<file path="src/rtl/exu_pkg.sv">
// Shared exu load/store types: request payload and arbiter FSM state encoding.
package exu_pkg;

  localparam int unsigned LDST_ADDR_W = 32;
  localparam int unsigned LDST_DATA_W = 32;
  localparam int unsigned LDST_STRB_W = LDST_DATA_W / 8;

  typedef struct packed {
    logic [LDST_ADDR_W-1:0] addr;
    logic                   wen;
    logic [LDST_DATA_W-1:0] wdata;
    logic [LDST_STRB_W-1:0] strb;
  } ldst_req_t;

  typedef enum logic {
    ARB_IDLE = 1'b0,
    ARB_LOCK = 1'b1
  } arb_state_e;

endpackage

</file>
<file path="src/rtl/exu_ldst_ord_fifo.sv">
// Order FIFO of issuing requester indices; responses return in request order.
module exu_ldst_ord_fifo #(
  parameter int unsigned DEPTH = 4,
  parameter int unsigned WIDTH = 1
) (
  input  logic             clk,
  input  logic             rst_n,
  input  logic             push,
  input  logic [WIDTH-1:0] push_data,
  input  logic             pop,
  output logic             full,
  output logic             empty,
  output logic [WIDTH-1:0] head
);

  localparam int unsigned PTR_W = $clog2(DEPTH);
  localparam int unsigned CNT_W = PTR_W + 1;

  logic [WIDTH-1:0] mem_q [DEPTH];
  logic [PTR_W-1:0] wr_ptr_q;
  logic [PTR_W-1:0] rd_ptr_q;
  logic [CNT_W-1:0] cnt_q;
  logic             do_push;
  logic             do_pop;

  assign full    = (cnt_q == CNT_W'(DEPTH));
  assign empty   = (cnt_q == '0);
  assign head    = mem_q[rd_ptr_q];
  assign do_push = push & ~full;
  assign do_pop  = pop & ~empty;

  // Pointers are exactly log2(DEPTH) wide, so they wrap without compare logic.
  always_ff @(posedge clk or negedge rst_n) begin
    if (!rst_n) begin
      for (int i = 0; i < int'(DEPTH); i++) mem_q[i] <= '0;
      wr_ptr_q <= '0;
      rd_ptr_q <= '0;
      cnt_q    <= '0;
    end else begin
      if (do_push) begin
        mem_q[wr_ptr_q] <= push_data;
        wr_ptr_q        <= wr_ptr_q + PTR_W'(1);
      end
      if (do_pop) rd_ptr_q <= rd_ptr_q + PTR_W'(1);
      case ({do_push, do_pop})
        2'b10:   cnt_q <= cnt_q + CNT_W'(1);
        2'b01:   cnt_q <= cnt_q - CNT_W'(1);
        default: cnt_q <= cnt_q;
      endcase
    end
  end

endmodule

</file>
<file path="src/rtl/exu_ldst_arb.sv">
// Load/store arbiter: REQ_NUM requesters onto one ldst port, in-order response routing.
// Build option EXU_LDST_ARB_FIXED_PRIO_EN selects fixed lowest-index priority instead of round-robin.
module exu_ldst_arb
  import exu_pkg::*;
#(
  parameter int unsigned REQ_NUM   = 2,
  parameter int unsigned OST_DEPTH = 4
) (
  input  logic                           clk,
  input  logic                           rst_n,
  input  logic [REQ_NUM-1:0]             s_req_vld,
  output logic [REQ_NUM-1:0]             s_req_rdy,
  input  logic [REQ_NUM*LDST_ADDR_W-1:0] s_req_addr,
  input  logic [REQ_NUM-1:0]             s_req_wen,
  input  logic [REQ_NUM*LDST_DATA_W-1:0] s_req_wdata,
  input  logic [REQ_NUM*LDST_STRB_W-1:0] s_req_strb,
  output logic [REQ_NUM-1:0]             s_rsp_vld,
  output logic [LDST_DATA_W-1:0]         s_rsp_rdata,
  output logic                           m_req_vld,
  input  logic                           m_req_rdy,
  output logic [LDST_ADDR_W-1:0]         m_req_addr,
  output logic                           m_req_wen,
  output logic [LDST_DATA_W-1:0]         m_req_wdata,
  output logic [LDST_STRB_W-1:0]         m_req_strb,
  input  logic                           m_rsp_vld,
  input  logic [LDST_DATA_W-1:0]         m_rsp_rdata
);

  localparam int unsigned IDX_W = $clog2(REQ_NUM);

  ldst_req_t        req [REQ_NUM];
  ldst_req_t        sel;
  arb_state_e       state_q;
  arb_state_e       state_nxt;
  logic [IDX_W-1:0] lock_idx_q;
  logic [IDX_W-1:0] rr_base;
  logic [IDX_W-1:0] pick_idx;
  logic [IDX_W-1:0] win_idx;
  logic [IDX_W-1:0] fifo_head;
  logic             pick_vld;
  logic             grant_vld;
  logic             req_hs;
  logic             rsp_pop;
  logic             ost_full;
  logic             fifo_empty;

  function automatic logic [IDX_W-1:0] rr_idx(input logic [IDX_W-1:0] base,
                                               input int unsigned      off);
    int unsigned s;
    s = 32'(base) + off;
    if (s >= REQ_NUM) s = s - REQ_NUM;
    return IDX_W'(s);
  endfunction

  for (genvar g = 0; g < int'(REQ_NUM); g++) begin : g_unpack
    assign req[g] = '{addr:  s_req_addr[g*LDST_ADDR_W +: LDST_ADDR_W],
                      wen:   s_req_wen[g],
                      wdata: s_req_wdata[g*LDST_DATA_W +: LDST_DATA_W],
                      strb:  s_req_strb[g*LDST_STRB_W +: LDST_STRB_W]};
  end

`ifdef EXU_LDST_ARB_FIXED_PRIO_EN
  assign rr_base = '0;
`else
  logic [IDX_W-1:0] rr_ptr_q;

  // Next search starts just past the last winner.
  always_ff @(posedge clk or negedge rst_n) begin
    if (!rst_n)      rr_ptr_q <= '0;
    else if (req_hs) rr_ptr_q <= rr_idx(win_idx, 1);
  end

  assign rr_base = rr_ptr_q;
`endif

  always_comb begin : pick_search
    pick_vld = 1'b0;
    pick_idx = '0;
    for (int unsigned k = 0; k < REQ_NUM; k++) begin
      if (!pick_vld && s_req_vld[rr_idx(rr_base, k)]) begin
        pick_vld = 1'b1;
        pick_idx = rr_idx(rr_base, k);
      end
    end
  end

  always_ff @(posedge clk or negedge rst_n) begin
    if (!rst_n) state_q <= ARB_IDLE;
    else        state_q <= state_nxt;
  end

  always_comb begin : fsm_next
    state_nxt = state_q;
    case (state_q)
      ARB_IDLE: if (pick_vld && !ost_full && !m_req_rdy) state_nxt = ARB_LOCK;
      ARB_LOCK: if (m_req_rdy) state_nxt = ARB_IDLE;
      default:  state_nxt = ARB_IDLE;
    endcase
  end

  // Full blocks new grants even when a pop lands this cycle: no rsp->req path.
  always_comb begin : fsm_out
    grant_vld = 1'b0;
    win_idx   = pick_idx;
    case (state_q)
      ARB_IDLE: grant_vld = pick_vld && !ost_full;
      ARB_LOCK: begin
        grant_vld = 1'b1;
        win_idx   = lock_idx_q;
      end
      default: grant_vld = 1'b0;
    endcase
  end

  always_ff @(posedge clk or negedge rst_n) begin
    if (!rst_n)                                          lock_idx_q <= '0;
    else if (state_q == ARB_IDLE && state_nxt == ARB_LOCK) lock_idx_q <= pick_idx;
  end

  assign m_req_vld   = grant_vld & rst_n;
  assign req_hs      = m_req_vld & m_req_rdy & ~ost_full;
  assign sel         = m_req_vld ? req[win_idx] : '0;
  assign m_req_addr  = sel.addr;
  assign m_req_wen   = sel.wen;
  assign m_req_wdata = sel.wdata;
  assign m_req_strb  = sel.strb;

  always_comb begin : req_ready
    s_req_rdy = '0;
    if (req_hs) s_req_rdy[win_idx] = 1'b1;
  end

  // A response with nothing outstanding is dropped.
  assign rsp_pop     = m_rsp_vld & ~fifo_empty;
  assign s_rsp_rdata = rsp_pop ? m_rsp_rdata : '0;

  always_comb begin : rsp_route
    s_rsp_vld = '0;
    if (rsp_pop) s_rsp_vld[fifo_head] = 1'b1;
  end

  exu_ldst_ord_fifo #(
    .DEPTH (OST_DEPTH),
    .WIDTH (IDX_W)
  ) u_ord_fifo (
    .clk       (clk),
    .rst_n     (rst_n),
    .push      (req_hs),
    .push_data (win_idx),
    .pop       (m_rsp_vld),
    .full      (ost_full),
    .empty     (fifo_empty),
    .head      (fifo_head)
  );

  a_rsp_has_owner: assert property (@(posedge clk) disable iff (!rst_n)
                                    m_rsp_vld |-> !fifo_empty)
    else $error("exu_ldst_arb: response received with no outstanding request");

endmodule

</file>
<file path="config.mk">
export PLATFORM = sky130hd
export DESIGN_NAME = exu_ldst_arb
export DESIGN_NICKNAME = d
export VERILOG_FILES = /design/src/rtl/exu_pkg.sv /design/src/rtl/exu_ldst_ord_fifo.sv /design/src/rtl/exu_ldst_arb.sv
export SDC_FILE = /design/constraint.sdc
export NUM_CORES = 1
export LEC_CHECK = 0
export CORE_AREA = 3 3 108 110
export DETAILED_ROUTE_END_ITERATION = 7
export DIE_AREA = 0 0 111 113
export HOLD_SLACK_MARGIN = 0.08
export SKIP_CTS_REPAIR_TIMING = 1
export SLEW_MARGIN = 20
export SYNTH_ARGS = -nofsm -noshare
export SYNTH_HDL_FRONTEND = slang
export SYNTH_SLANG_ARGS = --single-unit
export TNS_END_PERCENT = 30
</file>
<file path="constraint.sdc">
create_clock -name clk -period 2 [get_ports clk]
set_input_delay 0.2 -clock clk [delete_from_list [all_inputs] [get_ports clk]]
set_output_delay 0.2 -clock clk [all_outputs]
set_load 0.03 [all_outputs]
</file>
Word level (Yosys, flattened, before mapping)
Cells that the tools add are included.

operators by class
  magnitude comparators = 13
  div/mod/pow operators = 0
  $mul = 0
  shifts and indexed selects = 0
  reductions and logical operators = 12
  mux-type cells = 34
  add/sub/neg operators = 9
  bitwise logic cells = 11
  equal/unequal tests = 3

operators with widths
  cell                                                      number
  2-to-1 mux 69 bit                                         4
  2-to-1 mux 32 bit                                         1
  2-to-1 mux 1 bit                                          19
  < comparator 1 x 2 -> 1 bit, second input constant        4
  logical AND 1 bit                                         7
  greater-or-equal comparator 2 bit, second input constant  3
  greater-or-equal comparator 3 bit, second input constant  2
  inverter 2 -> 3 bit                                       2
  one-hot mux 3 bit (2 select lines)                        1
  AND 1 bit                                                 5
  adder 1 x 1 -> 2 bit, second input constant               2
  adder 2 x 1 -> 2 bit, second input constant               2
  bitwise mux 4 bit                                         1
  2-to-1 mux 2 bit                                          2
  one-hot mux 1 bit (2 select lines)                        2
  adder 3 x 1 -> 3 bit, second input constant               1
  == test 3 bit, second input constant                      1
  zero test 1 bit                                           3
  zero test 3 bit                                           1
  < comparator 3 x 1 -> 1 bit, second input constant        1
  inverter 1 bit                                            3
  subtractor 1 bit, second input constant                   3
  subtractor 3 x 1 -> 3 bit, second input constant          1
  binary-select mux 1 bit (select 2 bit)                    1
  other kinds (8)                                           10

word-level totals
  memories = 0
  bits in registers = 14
  output and inout port bits = 106
  bits in writable memories = 0
  memory bits (read-only) = 0
  latch bits = 0
  input bits = 176
  word-level logic and storage cells = 92

Longest topological paths before layout
  depth in word-level cells = 16
  depth in mapped cells = 9
  depth with buffers taken out = 9

By module
Synthesis repeated with hierarchy kept, for this count alone.

unflattened totals
  cell total of the unflattened synthesis = 345
  area total of the unflattened synthesis = 1981.9 µm²

modules (own cells, without submodules)
  module             cells an instance  area each (µm²)  instances  seq. area each (µm²)
  exu_ldst_arb       291                1376.3           1          75.1
  exu_ldst_ord_fifo  54                 605.6            1          275.3

Least setup slack after synthesis
OpenSTA, ideal clock, no wires.

  path type = register to register
  from = register u_ord_fifo.cnt_q[0]
  to = register u_ord_fifo.cnt_q[2]
  period minus slack after synthesis = 1.888 ns
  setup slack = 0.112 ns
  arrival = 1.809 ns
  buffers on the path = 1
  data required time = 1.921 ns
  stages on the path, launching flop included = 9
  setup time = 0.079 ns
  path through = dfrtp_1 o31a_1 buf_2 ha_1 inv_1 fa_1 xor2_1 nor2_1 xor2_1

between the ends
  word-level cells in the longest chain between the ends = 10
  elaborated cells on any way between the ends = 18
  classes of those cells = 2 x add/sub; 3 x eq/ne; 2 x mux; 7 x bitwise; 4 x reduce/logical

RTL lines
  what                                                                      RTL line                 RTL
  start, declared                                                           exu_ldst_ord_fifo.sv:22  logic [CNT_W-1:0] cnt_q;
  start signal, assigned                                                    exu_ldst_ord_fifo.sv:46  2'b10: cnt_q <= cnt_q + CNT_W'(1);
  start signal, assigned                                                    exu_ldst_ord_fifo.sv:47  2'b01: cnt_q <= cnt_q - CNT_W'(1);
  start signal, assigned                                                    exu_ldst_ord_fifo.sv:48  default: cnt_q <= cnt_q;
  == test 3 bit                                                             exu_ldst_ord_fifo.sv:26  assign full = (cnt_q == CNT_W'(DEPTH));
  zero test 1 bit                                                           exu_ldst_arb.sv:106      ARB_IDLE: grant_vld = pick_vld && !ost_full;
  logical AND 1 bit                                                         exu_ldst_arb.sv:106
  one-hot mux 1 bit (2 select lines)                                        exu_ldst_arb.sv:105      case (state_q)
  AND 1 bit                                                                 exu_ldst_arb.sv:120      assign m_req_vld = grant_vld & rst_n;
  AND 1 bit (2 in series)                                                   exu_ldst_arb.sv:121      assign req_hs = m_req_vld & m_req_rdy & ~ost_full;
  AND 1 bit                                                                 exu_ldst_ord_fifo.sv:29  assign do_push = push & ~full;
  == test 2 x 1 -> 1 bit or == test 2 bit (tied branches)                   exu_ldst_ord_fifo.sv:45  case ({do_push, do_pop})
  one-hot mux 3 bit (2 select lines) or nonzero test 2 bit (tied branches)  n/a

Parallel ways exist; a longest one is shown, timed or not.
A chain may end at the register's enable or synchronous reset.

Final worst setup path
  from = input port s_req_vld[1]
  to = output port m_req_wdata[29]

between the ends
  word-level cells in the longest chain between the ends = 12
  elaborated cells on any way between the ends = 19
  classes of those cells = 14 x mux; 2 x bitwise; 3 x reduce/logical

RTL lines
  what                                                   RTL line             RTL
  start, declared                                        exu_ldst_arb.sv:11   input logic [REQ_NUM-1:0] s_req_vld,
  2-to-1 mux 1 bit (implied by the code) (2 in series)   exu_ldst_arb.sv:80   if (!pick_vld && s_req_vld[rr_idx(rr_base, k)]) begin
  2-to-1 mux 1 bit                                       exu_ldst_arb.sv:80
  zero test 1 bit                                        exu_ldst_arb.sv:80
  logical AND 1 bit                                      exu_ldst_arb.sv:80
  2-to-1 mux 1 bit                                       exu_ldst_arb.sv:80
  2-to-1 mux 1 bit                                       exu_ldst_arb.sv:105
  inverter 1 -> 2 bit (implied by the code)              exu_ldst_arb.sv:122  assign sel = m_req_vld ? req[win_idx] : '0;
  2-to-1 mux 69 bit (implied by the code) (3 in series)  exu_ldst_arb.sv:122
  2-to-1 mux 69 bit (*)                                  exu_ldst_arb.sv:122
  end, declared                                          exu_ldst_arb.sv:23   output logic [LDST_DATA_W-1:0] m_req_wdata,

Mark *: on every way between the ends. The rest lies on a longest branch, timed or not. The select of a mux whose other input is x is not followed.

==> results_dict.tcl <==
set metrics [dict create \
    share_of_the_synthesized_area_in_the_top_cell_type 0.270 \
    initial_utilization 0.184 \
    worst_pin_slew_ns 0.288 \
    max_clock_freq_mhz 479 \
    setup_repair_after_global_routing_missed_its_margin "yes" \
    worstPathRequired_ns 1.80 \
    placementRows 38 \
    route.detailed.vias_per_inst 4.40 \
    area_overhead_vs_synth_pct 187 \
    netlist_instances 336 \
    drc 0 \
    grtUsageTotal 0.167 \
    cts-htree-levels 1 \
    timing.final.hold_violations 0 \
    worstSetupStartpoint "s_req_vld[1]" \
    tritoncts_buffer_count 3 \
    post_drt_wl_per_cell_um 16.3 \
    diodes 0 \
    grt_use_met1 0.200 \
    post_synthesis_area_per_instance_sq_um 5.91 \
    grtUsageMet2 0.309 \
    synthTopCellsByArea "sky130_fd_sc_hd__nand2_1, sky130_fd_sc_hd__a21oi_1, sky130_fd_sc_hd__dfrtp_1" \
    gp_congestion 0.898 \
    synth-edff-count 0 \
    synth_top_area_cell "sky130_fd_sc_hd__nand2_1" \
    setup_viol 55 \
    largest_net_degree_at_the_start_of_global_routing 46 \
    clock_slew_at_reported_path_ffs_ns 0.06 \
    grt_antenna_before_repair 1 \
    run_status "finished with violations" \
    drt-total-wl_um 12700 \
    critPathCaptureType "output port" \
    finalWorstSetupSlack_ns -0.0856 \
    post_route_antenna_net_violation_count 0 \
    final_max_slew_viol_count 0 \
    max-cap-violations 0 \
    synth_nets 518 \
    async_reset_ff_frac 1.00 \
    post_synth_instance_area_sq_um 1980 \
    tritoncts "built" \
    postSynthRegisterBits 14 \
    crit_arrival_ns 1.89 \
    clk_root_buffer_cell "sky130_fd_sc_hd__clkbuf_8" \
    first_global_vias 3336 \
    die_width_um 111 \
    finalCriticalPeriod_ns 2.09 \
    cellPowerDensity_nw_per_um2 899 \
    critical_path_class "in2out" \
    p_total_mw 5.12 \
    largest_fanout_of_any_net_on_the_critical_path 16 \
    first_pass_grt_wire_length_um 17300 \
    r2r_start "state_q" \
    num-fill-cells 971 \
    num_vias 3422 \
    place.port_buffers 281 \
    slew_headroom 0.808 \
    die_y_um 113 \
    nets 821 \
    worst_hold_slack_ns 0.257 \
    crit_share_post_route 1.04 \
    timing.clock.skew_ns 0.00413 \
    vdd_drop_max_uv 595 \
    failed_checks "setup timing" \
    yosysWarnings 0 \
    post-dp-hpwl_um 9270 \
    min_delay_path_depth 2 \
    hold_path.class "in2reg" \
    drt_pass1_iterations 4 \
    post_route_cells_drive_above_1_share 0.313 \
    global_route.overflow_total 0 \
    leakage_nw 2.50 \
    synth.top_cells.by_count "sky130_fd_sc_hd__nand2_1, sky130_fd_sc_hd__a21oi_1, sky130_fd_sc_hd__and2_1" \
    clock_latency_ns 0.24 \
    core_region_area_sq_um 10800 \
    finalSetupTns_ns -1.55 \
    holdCritStartpoint "s_req_vld[0]" \
    most_used_layer_global_route "met2" \
    ys.flop_type "sky130_fd_sc_hd__dfrtp_1" \
    timing.reg2reg.worst_path_depth 10 \
    cts_num_sinks 14 \
    startpoint_type "primary input" \
    sequential_cell_area_fraction_in_the_yosys_report 0.177 \
    synthMostInstantiatedCell "sky130_fd_sc_hd__nand2_1" \
    drt-initial-drc-count 158 \
    floorplan.die_area_sq_um 12500 \
    clk_path_buf_depth 2 \
    grt.met3_usage 0.0428 \
    netlist-cell-type-count 27 \
    i_o_pins 282 \
]
[critical path, stage by stage]
cell	delay (ns)
sky130_fd_sc_hd__clkdlybuf4s50_1	0.48
sky130_fd_sc_hd__buf_4	0.14
sky130_fd_sc_hd__nand2b_4	0.06
sky130_fd_sc_hd__o21ai_4	0.21
sky130_fd_sc_hd__buf_12	0.16
sky130_fd_sc_hd__buf_12	0.14
sky130_fd_sc_hd__nand2_1	0.06
sky130_fd_sc_hd__a21oi_1	0.25
sky130_fd_sc_hd__buf_12	0.16
[final cells by class]
type	instances	area [sq um]	area share
tap	140	175	0.0308
timing repair buffer	324	3370	0.592
clock buffer	4	55.1	0.00967
multi-input combinational	289	1710	0.301
inverter	7	26.3	0.00462
sequential	14	352	0.0618
[cell usage in the layout, fill, tap and decap left out, drive strengths merged]
cell,count
fa,1
nor2,7
a31oi,5
and2,33
dfrtp,14
mux2i,1
nor3,3
clkdlybuf4s50,174
xor2,3
dlymetal6s2s,1
ha,5
clkbuf,9
nor3b,1
o31a,1
xnor2,3
mux4,1
o21ai,3
a21oi,74
nand2,143
o21a,1
inv,7
nand2b,1
a21o,1
nor2b,2
buf,144
[flip-flops by register name, indices dropped and copies added (netlist names)]
name and cells:
u_ord_fifo.wr_ptr_q 2, lock_idx_q 1, state_q 1, u_ord_fifo.rd_ptr_q 2, u_ord_fifo.mem_q 4, u_ord_fifo.cnt_q 3
rr_base 1
[through the flow]
stage	setup slack, ns	std cells	area, sq um	utilization
after floorplan	0.112	336	1980	-
after global placement	-0.119	754	4950	0.459
after detailed placement	-0.195	754	4950	0.459
after CTS	-0.139	758	5000	0.464
after global routing	-0.147	778	5690	0.527
final	-0.0856	778	5690	0.527
[metal layers]
metal	vias up	wire length (um)
li1	1691	-
met1	1544	4990
met2	169	6500
met3	16	1010
met4	2	176
met5	-	13
[cell families (layout without fill, tap and decap cells)]
group	Yosys count	in the layout	synth area share
simple gates	190	190	0.414
buf+inv	33	335	0.0996
xor+xnor	6	6	0.0265
mux	2	2	0.0164
fa+ha+maj	6	6	0.0416
flops	14	14	0.177
compound gates	85	85	0.226
[final timing paths]
path,to,slack [ns]
worst max-delay path,m_req_wdata[29],-0.09
max in group asynchronous,state_q,1.38
worst min register to register,u_ord_fifo.rd_ptr_q[1],0.49
worst min-delay path,lock_idx_q,0.26
min in group asynchronous,lock_idx_q,0.43
worst max register to register,u_ord_fifo.cnt_q[2],0.06
[report_power, final]
group	internal, mW	switching (mW)	total, mW
clock network	0.174	0.0995	0.274
registers	0.428	0.121	0.548
logic	1.99	2.31	4.30
total	2.59	2.53	5.12
Note: power is estimated with default switching activity, not from simulation.
